### src/rtl/wb_write_queue.sv
// wb_write_queue: arbitrated in-order write-back FIFO feeding a single register-file write port
module wb_write_queue #(
  parameter int WORD_LEN = 32,
  parameter int REG_FILE_ADDR_LEN = 4,
  parameter int DEPTH = 4
) (
  input  logic clk,
  input  logic rst,
  input  logic exe_valid,
  output logic exe_ready,
  input  logic [REG_FILE_ADDR_LEN-1:0] exe_dest,
  input  logic [WORD_LEN-1:0] exe_val,
  input  logic mem_valid,
  output logic mem_ready,
  input  logic [REG_FILE_ADDR_LEN-1:0] mem_dest,
  input  logic [WORD_LEN-1:0] mem_val,
  input  logic hold,
  output logic writeEn,
  output logic [REG_FILE_ADDR_LEN-1:0] dest,
  output logic [WORD_LEN-1:0] writeVal,
  output logic [(1<<REG_FILE_ADDR_LEN)-1:0] pending,
  output logic [$clog2(DEPTH+1)-1:0] count
);
  localparam int PW = $clog2(DEPTH);
  localparam int CW = $clog2(DEPTH+1);
  logic [REG_FILE_ADDR_LEN-1:0] fd_q [DEPTH];
  logic [WORD_LEN-1:0] fv_q [DEPTH];
  logic [DEPTH-1:0] vld_q;
  logic [PW-1:0] rd_q, wr_q;
  logic [CW-1:0] count_q, count_d;
  logic we_q;
  logic [REG_FILE_ADDR_LEN-1:0] dest_q, in_dest;
  logic [WORD_LEN-1:0] val_q, in_val;
  logic pop, space, push;
  // Arbitration (mem wins), space check and occupancy update; dest-0 writes are accepted but dropped
  always_comb begin
    pop = count_q != '0 && !hold;
    space = count_q < CW'(DEPTH) || pop;
    mem_ready = mem_valid && space && !rst;
    exe_ready = exe_valid && !mem_valid && space && !rst;
    in_dest = mem_valid ? mem_dest : exe_dest;
    in_val = mem_valid ? mem_val : exe_val;
    push = (mem_ready || exe_ready) && in_dest != '0;
    count_d = count_q + CW'(push) - CW'(pop);
  end
  // Control state and registered write port; a push into the slot being popped sets vld after the clear
  always_ff @(posedge clk) begin
    if (rst) begin
      vld_q <= '0;
      rd_q <= '0;
      wr_q <= '0;
      count_q <= '0;
      we_q <= 1'b0;
      dest_q <= '0;
      val_q <= '0;
    end else begin
      count_q <= count_d;
      we_q <= pop;
      if (pop) begin
        dest_q <= fd_q[rd_q];
        val_q <= fv_q[rd_q];
        rd_q <= rd_q + 1'b1;
        vld_q[rd_q] <= 1'b0;
      end
      if (push) begin
        wr_q <= wr_q + 1'b1;
        vld_q[wr_q] <= 1'b1;
      end
    end
  end
  // Entry payload storage; contents are only meaningful where vld_q is set
  always_ff @(posedge clk) begin
    if (push) begin
      fd_q[wr_q] <= in_dest;
      fv_q[wr_q] <= in_val;
    end
  end
  // Registers with a queued write or a write currently on the port
  always_comb begin
    pending = '0;
    for (int i = 0; i < DEPTH; i++) if (vld_q[i]) pending[fd_q[i]] = 1'b1;
    if (we_q) pending[dest_q] = 1'b1;
  end
  assign writeEn = we_q;
  assign dest = dest_q;
  assign writeVal = val_q;
  assign count = count_q;
endmodule

### config.mk
export PLATFORM = sky130hd
export DESIGN_NAME = wb_write_queue
export DESIGN_NICKNAME = d
export VERILOG_FILES = /design/src/rtl/wb_write_queue.sv
export SDC_FILE = /design/constraint.sdc
export NUM_CORES = 1
export LEC_CHECK = 0
export ABC_AREA = 1
export CORE_MARGIN = 1.5
export CORE_UTILIZATION = 32
export CTS_BUF_LIST = sky130_fd_sc_hd__clkbuf_2 sky130_fd_sc_hd__clkbuf_4 sky130_fd_sc_hd__clkbuf_8
export DETAILED_ROUTE_END_ITERATION = 12
export PLACE_DENSITY = 0.65
export SYNTH_ARGS = -nofsm -noshare
export SYNTH_HDL_FRONTEND = slang
export SYNTH_SLANG_ARGS = --single-unit
### constraint.sdc
create_clock -name clk -period 2 [get_ports clk]
set_input_delay 0.4 -clock clk [delete_from_list [all_inputs] [get_ports clk]]
set_output_delay 0.4 -clock clk [all_outputs]
set_load 0.02 [all_outputs]
After elaboration in Yosys (flattened, before gate mapping)
Memories as Yosys holds them, arrays and structs flattened. A register that Yosys moved wholly into a read port is not among the register bits.
Cells that the tools add are included.
{ "totals": {"ff_bits": 12, "latchBits": 0, "ram_bits": 144, "rom_bits": 0, "input_bits": 77, "out_inout_bits": 58, "elab_cells": 80, "n_memories": 2} }
{ "mem_list": {"columns": ["name", "words", "width", "read_ports", "rd_clocked_by_memory_dff", "write_ports", "line_no", "source"], "rows": [
  ["fv_q", 4, 32, 1, 1, 1, "27", "logic [WORD_LEN-1:0] fv_q [DEPTH];"],
  ["fd_q", 4, 4, 5, 1, 1, "26", "logic [REG_FILE_ADDR_LEN-1:0] fd_q [DEPTH];"]
]} }
{ "op_classes": {"n_addsub": 4, "mul": 0, "n_div": 0, "n_lt_le_gt_ge": 15, "n_eq_ne": 0, "n_shift": 0, "n_mux": 26, "bitwise": 7, "reduce_logical": 21} }
{ "ops": {"columns": ["op", "count"], "rows": [
  ["two-way mux 16 bit", 5],
  ["OR 16 bit", 4],
  ["two-way mux 32 bit", 1],
  ["less-than comparator 4 x 5 -> 1 bit (second input constant)", 5],
  ["demux 1 bit (select 4 bit)", 5],
  [">= comparator 4 x 1 -> 1 bit (second input constant)", 5],
  ["two-way mux 4 bit", 4],
  ["logical AND 1 bit", 14],
  ["two-way mux 1 bit", 9],
  ["less-than comparator 2 x 3 -> 1 bit (second input constant)", 2],
  ["adder 2 x 1 -> 2 bit (second input constant)", 2],
  ["AND 4 bit", 1],
  ["demux 1 bit (select 2 bit)", 2],
  [">= comparator 2 x 1 -> 1 bit (second input constant)", 2],
  ["NOT 4 bit", 1],
  ["OR 4 bit", 1],
  ["nonzero test 4 bit", 1],
  ["adder 3 x 1 -> 3 bit", 1],
  ["logical NOT 1 bit", 3],
  ["less-than comparator 3 bit (second input constant)", 1],
  ["nonzero test 3 bit", 1],
  ["subtractor 3 x 1 -> 3 bit", 1],
  ["logical OR 1 bit", 2]
]} }

Logic depth before layout (Yosys ltp)
Gate-level depths: netlist of the first run.
{ "depth": {"ltp_word": 13, "ltp_mapped": 13} }

Least setup slack after synthesis of the first run
Ideal clock, no wire load.
{ "synth_timing": {"kind": "input port to flip-flop", "from": "in rst", "to": "mem fd_q[0][0], enable pin", "setup_ns": 0.391, "arrival_ns": 1.733, "required_time_ns": 1.609, "path_slack_ns": -0.123, "path_stages": 6, "path_cell_list": "buf_2 inv_2 nand4_1 nand2_2 nand3_1 inv_1"} }
{ "synth_via": {"elab_chain_len": 6, "elab_cells_between_ends": 7} }
{ "synth_lines": {"columns": ["element", "line_no", "source"], "rows": [
  ["start: declaration", "8", "input logic rst,"],
  ["logical NOT 1 bit *", "39, 40", null],
  ["logical AND 1 bit, on equally long branches", "39, 40", null],
  ["logical OR 1 bit *", "43", "push = (mem_ready || exe_ready) && in_dest != '0;"],
  ["logical AND 1 bit *", "43", null],
  ["two-way mux 1 bit *", "73", "if (push) begin"],
  ["two-way mux 1 bit (implied by the code) *", "74", "fd_q[wr_q] <= in_dest;"],
  ["end: declaration", "26", null]
]} }
Every way passes the cells marked *; elsewhere a longest branch is shown, timed or not.

==> results.py, run 1 <==
metrics = {
    "outcome": {
        "outcome": "finished with violations",
        "violations": "setup timing",
    },
    "yosys": {
        "ys.flop_type": "edfxtp_1",
        "synth_top_area_cell": "edfxtp_1",
        "synth.area.top_cells": "edfxtp_1, dfxtp_1, nor2_1, nand2_1, o21ai_0",
        "yosysWarnings": 0,
        "synth-edff-count": 144,
        "synth.distinct_cells": 29,
        "netlist_top_cells_count": "nor2_1, edfxtp_1, nand2_1",
        "seq_area_frac_synth_pct": 62.2,
        "yosysTopAreaCellShare_pct": 50.9,
        "ys_ff_latch": 192,
        "synth_area_per_cell_um2": 9.64,
        "syn-cell-area_um2": 8500,
        "syn_inst": 882,
        "async_flop_share_pct": 0,
        "synth_most_common_cell": "nor2_1",
        "synth_fp_nets": 970,
    },
    "finish": {
        "area_growth_syn_to_layout_pct": 34.8,
        "fin_area_um2": 11500,
        "n_antenna_cell": 0,
        "post-route-util_pct": 44.0,
        "drive_gt1_share_pct": 21.3,
        "final_nets": 1161,
    },
    "route": {
        "firstDrtPassIters": 4,
        "drtAntennaViolNets": 0,
        "vias": 6711,
        "drc": 0,
        "wirelength_um": 22400,
        "avgViaCountPerCell": 4.72,
        "avgRoutedWirePerCell_um": 15.8,
        "first_iter_violations": 475,
    },
    "worst_setup_path": {
        "crit_family": "flip-flops",
        "worstPathRequired_ps": 1600,
        "cp.depth": 5,
        "reg2reg_depth": 10,
        "crit_type": "register to primary output",
        "cp-start-kind": "register",
        "worstPathCellList": "nand3_2 -> nor3_2 -> a21oi_1 -> o211ai_1 -> buf_4",
        "crit_fanout": 6,
        "crit_arrival_ps": 1780,
        "r2r-start": "count[1]$_SDFF_PP0_",
        "worstReg2RegEnd": "count[1]$_SDFF_PP0_",
        "path_buf_inv": 1,
        "r2r_slack_ps": 170,
        "cp_slowest_stage_delay_ps": 500,
        "crit_slowest_cell": "edfxtp_1",
        "critPathCaptureType": "primary output",
    },
    "timing": {
        "slew_violations": 0,
        "fin_crit_ps": 2180,
        "setup_viol": 16,
        "relSlewSlack_pct": 64.6,
        "rsz0062_at_grt": "true",
        "worstMarginPinSlew_ps": 531,
        "finalHoldViolations": 0,
        "clock_skew_ps": 20.1,
        "fmax_ghz": 0.458,
        "setup_ws_ps": -184,
        "holdWs_ps": 392,
        "finalCritPeriodShare_pct": 109,
    },
    "die": {
        "start_util_pct": 32.6,
        "die_x_um": 166,
        "fp.dieH_um": 166,
        "core.rowCount": 59,
        "core_um2": 26100,
        "num_io_pins": 135,
        "dieArea_um2": 27500,
    },
    "min_path": {
        "hp-class": "primary input to register",
        "min_path_cells": 3,
        "min-delay-start": "rst",
        "holdPathEnd": "count[1]$_SDFF_PP0_",
    },
    "global_routing": {
        "grt_pass1_wl_um": 35200,
        "grt_use_total_pct": 16.4,
        "overflow": 0,
        "grt_start_max_net_pins": 74,
        "antenna_found_initial": 0,
        "grt_pass1_vias": 6569,
    },
    "place": {
        "gp_congestion": 0.919,
        "hpwl_um": 15300,
        "io_buffers": 134,
        "placed_area_um2": 10600,
    },
    "pwr": {
        "irDropWorstVdd_v": 0.000436,
        "power_density_nw_per_um2": 992,
        "fin_total_pwr_mw": 11.4,
        "leakage_nw": 4.36,
    },
    "job": {
        "maxCapViolCount": 0,
    },
    "cts": {
        "cts_buffers": 17,
        "cts-root-buf": "clkbuf_8",
        "cts_sinks": 192,
        "cts_max_level": 4,
        "cts_hold_buf": 0,
        "clock_path_buffers": 2,
        "tritoncts": "yes",
        "insertion_delay_ps": 460,
        "cts.clk_slew.worst_paths_ps": 90,
    },
}
-- area by class of cell --
cell class                 count  area (µm²)
sequential                   192        5300
clock buffer                  22         284
fill                        2502       14600
multi-input combinational    590        3060
timing repair buffer         218        2070
clock inverter                10         101
inverter                      54         230
tap                          335         419
-- kinds of logic (layout without fill, tap and decap cells) --
kind of cell             Yosys count  count (layout)  synth area share (%)
AO/OA/AOI/OAI                    195             195                  12.5
XOR/XNOR                           1               1                 0.103
adder cells (fa/ha/maj)           11              11                  1.71
buffers and inverters            100             304                  5.62
flip-flops                       192             192                  62.2
AND/OR/NAND/NOR                  383             383                  17.9
-- per-stage QoR --
step,worst slack (ps),TNS [ps],std cells
2_1_floorplan,-45.8,-45.8,882
3_3_place_gp,-483,-32070,1371
3_5_place_dp,-535,-37890,1371
4_1_cts,-135,-1610,1414
5_1_grt,-243,-2960,1421
6_report,-184,-1420,1421
-- timing repair --
item / 4_1_cts / 5_1_grt
pin swaps: 9 / 19
cloned: 0 / 0
gates resized for setup: 143 / 43
setup endpoints to repair: 24 / 22
buffers inserted: 12 / 7
-- layer usage --
metal,track usage [%],wire (µm)
met1,20.6,9700
met5,0,0
met2,28.7,11600
met3,2.55,859
met4,5.17,286
-- report_power, final --
part / total (mW) / internal (mW) / switching [mW] / leakage (nW)
clock: 2.42 / 1.11 / 1.31 / 0.196
sequential: 5.07 / 4.79 / 0.286 / 1.71
combinational: 3.87 / 1.54 / 2.33 / 2.45
total: 11.4 / 7.44 / 3.93 / 4.36
-- worst max path at each step --
| stage | start | end | slack (ps) |
|---|---|---|---|
| after floorplan | rst | count[1]$_SDFF_PP0_ | -50 |
| after global placement | exe_dest[2] | count[1]$_SDFF_PP0_ | -480 |
| after detailed placement | exe_dest[3] | count[2]$_SDFF_PP0_ | -540 |
| after CTS | fd_q[2][0]$_DFFE_PP_ | pending[5] | -140 |
| after global routing | fd_q[2][2]$_DFFE_PP_ | pending[13] | -240 |
| final | fd_q[2][2]$_DFFE_PP_ | pending[13] | -180 |
-- flip-flops by register name, summed over array words and instances, names as in the netlist --
name / cells
rd_q: 2
wr_q: 2
dest: 4
writeVal: 32
fv_q: 128
writeEn: 1
vld_q: 4
count: 3
fd_q: 16
-- tightest hold or removal path, delay by kind of cell --
kind                   cells  cell delay [ps]
and+or+nand+nor            1               40
buffers and inverters      2              380
-- cells in the final DEF (no fill, tap or decap), drive strengths merged, types with 17 or more instances in the layout --
master         instances
clkbuf                22
dfxtp                 48
buf                  101
nand2                141
a21oi                 33
nand3                 31
inv                   53
clkdlybuf4s50        108
nor3                  17
o22ai                 34
o21ai                116
edfxtp               144
nor2                 190
(Power assumes the default switching activity.)
==> run 2: changes to the inputs <==
Settings changed: SETUP_SLACK_MARGIN from default to 0.05.
==> run 2 against run 1 <==
Net effect:
- the run still ends with setup timing left
- critical path type unchanged
- core utilization increased by 0.41 points
- sequential cell count unchanged
- clock-buffer cell count decreased by 4
- worst setup slack improved by 9.0 ps
- cell area increased by 0.93%
- critical path depth unchanged
- routed wire length increased by 0.65%
==> results.py, run 2 (synthesis results as in run 1) <==
metrics = {
    "outcome": {
        "outcome": "finished with violations",
        "violations": "setup timing",
    },
    "min_path": {
        "hp-class": "primary input to register",
    },
    "cts": {
        "cts_max_level": 4,
        "clock_path_buffers": 2,
        "tritoncts": "yes",
        "cts_buffers": 17,
        "cts_sinks": 192,
        "cts-root-buf": "clkbuf_8",
        "cts.clk_slew.worst_paths_ps": 100,
        "insertion_delay_ps": 460,
    },
    "global_routing": {
        "overflow": 0,
        "antenna_found_initial": 0,
        "grt_pass1_wl_um": 35500,
        "grt_pass1_vias": 6784,
        "grt_start_max_net_pins": 74,
        "grt_use_total_pct": 16.4,
    },
    "worst_setup_path": {
        "crit_type": "register to primary output",
        "r2r_slack_ps": 160,
        "crit_fanout": 5,
        "cp_slowest_stage_delay_ps": 520,
        "crit_slowest_cell": "edfxtp_1",
        "critPathCaptureType": "primary output",
        "worstPathRequired_ps": 1600,
        "crit_arrival_ps": 1770,
        "cp-start-kind": "register",
        "worstPathCellList": "nand2_1 -> inv_1 -> a21oi_1 -> o211ai_1 -> buf_4",
    },
    "finish": {
        "largest_register_ffs": 128,
        "area_growth_syn_to_layout_pct": 36.0,
        "n_antenna_cell": 0,
        "post-route-util_pct": 44.4,
        "seq_area_um2": 5300,
        "drive_gt1_share_pct": 21.3,
        "multi_input_area_um2": 3070,
        "final_cell_mix": "nor2_1, edfxtp_1, nand2_1",
        "largest-register": "fv_q",
        "final_nets": 1168,
        "layout_commonest_cell": "nor2_1",
        "fill_cells": 2468,
    },
    "timing": {
        "fmax_ghz": 0.460,
        "relSlewSlack_pct": 62.3,
        "setup_ws_ps": -175,
        "tns_ps": -1520,
        "worstMarginPinSlew_ps": 565,
        "setup_viol": 16,
        "finalCritPeriodShare_pct": 109,
        "fin_crit_ps": 2170,
        "clock_skew_ps": 14.7,
        "slew_violations": 0,
        "holdWs_ps": 330,
        "finalHoldViolations": 0,
        "rsz0062_at_grt": "true",
    },
    "route": {
        "wirelength_um": 22500,
        "first_iter_violations": 325,
        "avgViaCountPerCell": 4.77,
        "firstDrtPassIters": 4,
        "vias": 6805,
        "avgRoutedWirePerCell_um": 15.8,
        "drc": 0,
        "drtAntennaViolNets": 0,
    },
    "pwr": {
        "leakage_nw": 4.39,
        "power_density_nw_per_um2": 974,
        "irDropWorstVdd_v": 0.000481,
    },
    "die": {
        "dieArea_um2": 27500,
        "fp.dieH_um": 166,
        "num_io_pins": 135,
        "start_util_pct": 32.6,
        "core.rowCount": 59,
        "core_um2": 26100,
        "die_x_um": 166,
    },
    "place": {
        "post-place-ws_ps": -523,
        "gp_congestion": 0.911,
        "hpwl_um": 15600,
        "io_buffers": 134,
    },
    "job": {
        "maxCapViolCount": 0,
    },
}
run 2: cell count changes in the layout (fill, tap and decap cells not counted), moves of 4 or more:
cell / change
buf_12: +6
clkdlybuf4s50_1: -4
dlygate4sd2_1: +4
nor3_1: +4
nor3_2: -4
run 2: area by class of cell:
type                       instances  share of cell area (%)
multi-input combinational        590                    26.6
sequential                       192                    45.8
clock buffer                      18                    2.14
clock inverter                    14                   0.931
tap                              335                    3.63
inverter                          54                    1.99
timing repair buffer             225                    18.9
run 2: power by group:
| group | internal (mW) | switching (mW) | total (mW) | leakage (nW) |
|---|---|---|---|---|
| Clock | 0.910 | 1.38 | 2.29 | 0.177 |
| Combinational | 1.58 | 2.35 | 3.93 | 2.49 |
| Sequential | 4.79 | 0.256 | 5.04 | 1.72 |
run 2: worst max-delay path: cells and delay by family (launching register included):
kind | cells | cell delay [ps]
flops | 1 | 520
simple gates | 1 | 160
compound gates | 2 | 360
buf+inv | 2 | 270
run 2: per-layer routing:
metal,track usage (%),vias up,part of all wire [%],wire [µm]
met5,0,-,0,0
met4,5.68,0,1.4,321
met3,2.67,24,3.7,823
met2,28.6,151,51,11500
met1,20.7,3210,44,9920
li1,-,3420,-,-
run 2: final timing paths:
check | cells after the start | from | to
max | 5 | fd_q[3][2]$_DFFE_PP_ | pending[14]
min | 3 | exe_dest[0] | fd_q[0][0]$_DFFE_PP_
max reg2reg | 10 | count[1]$_SDFF_PP0_ | count[1]$_SDFF_PP0_
min reg2reg | 2 | writeVal[27]$_SDFFE_PP0N_ | writeVal[27]$_SDFFE_PP0N_
run 2: what timing repair did:
action                     CTS  global route
setup endpoints to repair   26           137
gates resized for setup    139            54
buffers inserted            18             6
hold buffers                 0             0
pin swaps                   11            19
run 2: metrics by stage:
step / instances / area, µm² / power (mW)
final: 1428 / 11600 / 11.3
after global routing: 1428 / 11600 / 11.9
after CTS: 1423 / 11300 / 11.4
after detailed placement: 1374 / 10700 / 9.05
after global placement: 1374 / 10700 / 8.99
after floorplan: 882 / 8580 / 7.46
==> run 3: changes to the inputs <==
Settings changed: CORE_UTILIZATION 32 to 50, PLACE_DENSITY 0.65 to 0.89.
==> run 3 against run 2 <==
Net effect:
- the flow still finishes with violations (setup timing)
- register-to-register slack about the same
- global-route usage up 9.8 points
- fmax about the same
- clock skew up 5.3 ps
- sequential share of layout area up 1.4 points
- critical path depth unchanged
==> results.py, run 3 (synthesis results as in run 1) <==
metrics = {
    "die": {
        "core.rowCount": 47,
        "core_um2": 16600,
        "num_io_pins": 135,
        "dieArea_um2": 17800,
        "die_x_um": 133,
        "fp.dieH_um": 133,
        "start_util_pct": 51.2,
    },
    "finish": {
        "largest_register_ffs": 128,
        "post-route-util_pct": 67.6,
        "multi_input_area_um2": 3000,
        "n_antenna_cell": 0,
        "final_cell_mix": "nor2_1, edfxtp_1, nand2_1",
        "fill_cells": 1235,
        "seq_area_um2": 5300,
        "instances_no_fill": 1305,
        "fin_area_um2": 11200,
        "area_growth_syn_to_layout_pct": 31.9,
        "drive_gt1_share_pct": 20.5,
        "final_nets": 1160,
        "largest-register": "fv_q",
        "layout_commonest_cell": "nor2_1",
    },
    "place": {
        "dp.cells": 1254,
        "hpwl_um": 14900,
        "post-place-ws_ps": -436,
        "gp_congestion": 0.918,
        "io_buffers": 134,
        "placed_area_um2": 10400,
    },
    "global_routing": {
        "grt_use_total_pct": 26.2,
        "overflow": 0,
        "grt_pass1_vias": 7318,
        "grt_start_max_net_pins": 74,
        "antenna_found_initial": 1,
        "grt_pass1_wl_um": 36200,
    },
    "worst_setup_path": {
        "crit_family": "flip-flops",
        "crit_fanout": 6,
        "r2r-start": "count[2]$_SDFF_PP0_",
        "crit_type": "register to primary output",
        "crit_arrival_ps": 1780,
        "path_buf_inv": 1,
        "reg2reg_depth": 10,
        "cp-start-kind": "register",
        "worstPathCellList": "nand3_2 -> nor3_1 -> a21oi_1 -> o211ai_1 -> buf_4",
        "crit_slowest_cell": "edfxtp_1",
        "cp_slowest_stage_delay_ps": 520,
        "critPathCaptureType": "primary output",
        "r2r_slack_ps": 150,
        "worstPathRequired_ps": 1600,
        "worstReg2RegEnd": "count[1]$_SDFF_PP0_",
    },
    "route": {
        "avgViaCountPerCell": 5.55,
        "firstDrtPassIters": 5,
        "wl_met3_um": 1640,
        "top_layer": "met5",
        "avgRoutedWirePerCell_um": 17.6,
        "drc": 0,
        "first_iter_violations": 738,
        "met2_length_um": 11900,
        "drtAntennaViolNets": 0,
        "wl_met1_um": 8550,
        "wirelength_um": 22900,
        "vias": 7238,
    },
    "pwr": {
        "cell_internal_pwr_mw": 7.23,
        "fin_total_pwr_mw": 11.5,
        "irDropWorstVdd_v": 0.000629,
        "pwr-share-seq_pct": 44.2,
        "power_switching_mw": 4.23,
        "comb_power_share_pct": 33.7,
        "sw_frac_of_total_pct": 36.9,
        "power_density_nw_per_um2": 1020,
        "clkPwrFrac_pct": 22.1,
        "leakage_nw": 4.30,
    },
    "timing": {
        "setup_ws_ps": -176,
        "relSlewSlack_pct": 50.9,
        "slew_violations": 0,
        "finalCritPeriodShare_pct": 109,
        "tns_ps": -2100,
        "finalHoldViolations": 0,
        "holdWs_ps": 519,
        "setup_viol": 16,
        "worstMarginPinSlew_ps": 736,
        "fmax_ghz": 0.460,
        "clock_skew_ps": 19.9,
        "fin_crit_ps": 2180,
        "rsz0062_at_grt": "true",
    },
    "cts": {
        "tritoncts": "yes",
        "clock_path_buffers": 2,
        "cts_buffers": 17,
        "insertion_delay_ps": 470,
        "cts_max_level": 4,
        "cts.clk_slew.worst_paths_ps": 120,
        "cts-root-buf": "clkbuf_8",
        "cts_sinks": 192,
    },
    "min_path": {
        "hp-class": "primary input to register",
        "min_path_cells": 3,
        "holdPathEnd": "count[1]$_SDFF_PP0_",
        "min-delay-start": "rst",
    },
    "outcome": {
        "violations": "setup timing",
        "outcome": "finished with violations",
    },
    "job": {
        "maxCapViolCount": 0,
    },
}
run 3: cell types whose count changed in the layout (fill, tap and decap cells not counted), moves of 5 or more:
cell / change
buf_12: -9
nand2_4: -6
buf_4: +5
inv_6: +5
nand2_2: +5
nor2_4: -5
run 3: worst register-to-register path: stages, from the launching register on:
cell and delay [ps]:
dfxtp_1 330, nand2_1 70, nand4_1 140, nand2_2 120, nand2_2 60, ha_4 260, inv_2 30, ha_4 150
fa_2 520, inv_1 40, nor2_1 60
run 3: worst max-delay path by stage:
stage / startpoint / to / slack [ps] / cells past startpoint
floorplan: rst / count[1]$_SDFF_PP0_ / -30 / 11
global placement: exe_dest[0] / count[1]$_SDFF_PP0_ / -430 / 12
detailed placement: exe_dest[0] / count[1]$_SDFF_PP0_ / -440 / 12
CTS: fd_q[3][0]$_DFFE_PP_ / pending[15] / -140 / 5
global route: fd_q[2][2]$_DFFE_PP_ / pending[15] / -280 / 5
finish: fd_q[2][2]$_DFFE_PP_ / pending[15] / -180 / 5
run 3: area by class of cell:
cell class	count	area share, %
flip-flops and latches	192	47.3
clock inverters	15	1.57
multi-input cells	590	26.7
clock buffers	17	2.09
repair buffers	217	17.8
inverters	54	2.05
well taps	220	2.46
run 3: routing by layer:
layer	up-vias	track usage [%]
met3	77	5.44
met2	370	46.7
li1	3406	-
met5	-	0
met1	3383	30.7
met4	2	11.6
run 3: power by group through the flow:
stage                     combinational (mW)  clock [mW]  sequential [mW]
after CTS                               3.82        2.53             5.06
after global placement                  3.63           0             5.12
after detailed placement                3.76           0             5.13
after global routing                    4.20        2.69             5.11
after floorplan                         2.03           0             5.43
final                                   3.86        2.53             5.07
run 3: what timing repair did:
| action | 4_1_cts | 5_1_grt |
|---|---|---|
| setup endpoints to repair | 23 | 22 |
| gates resized for setup | 147 | 27 |
| setup buffers | 14 | 5 |
| hold buffers | 0 | 0 |
| pin swaps | 8 | 8 |
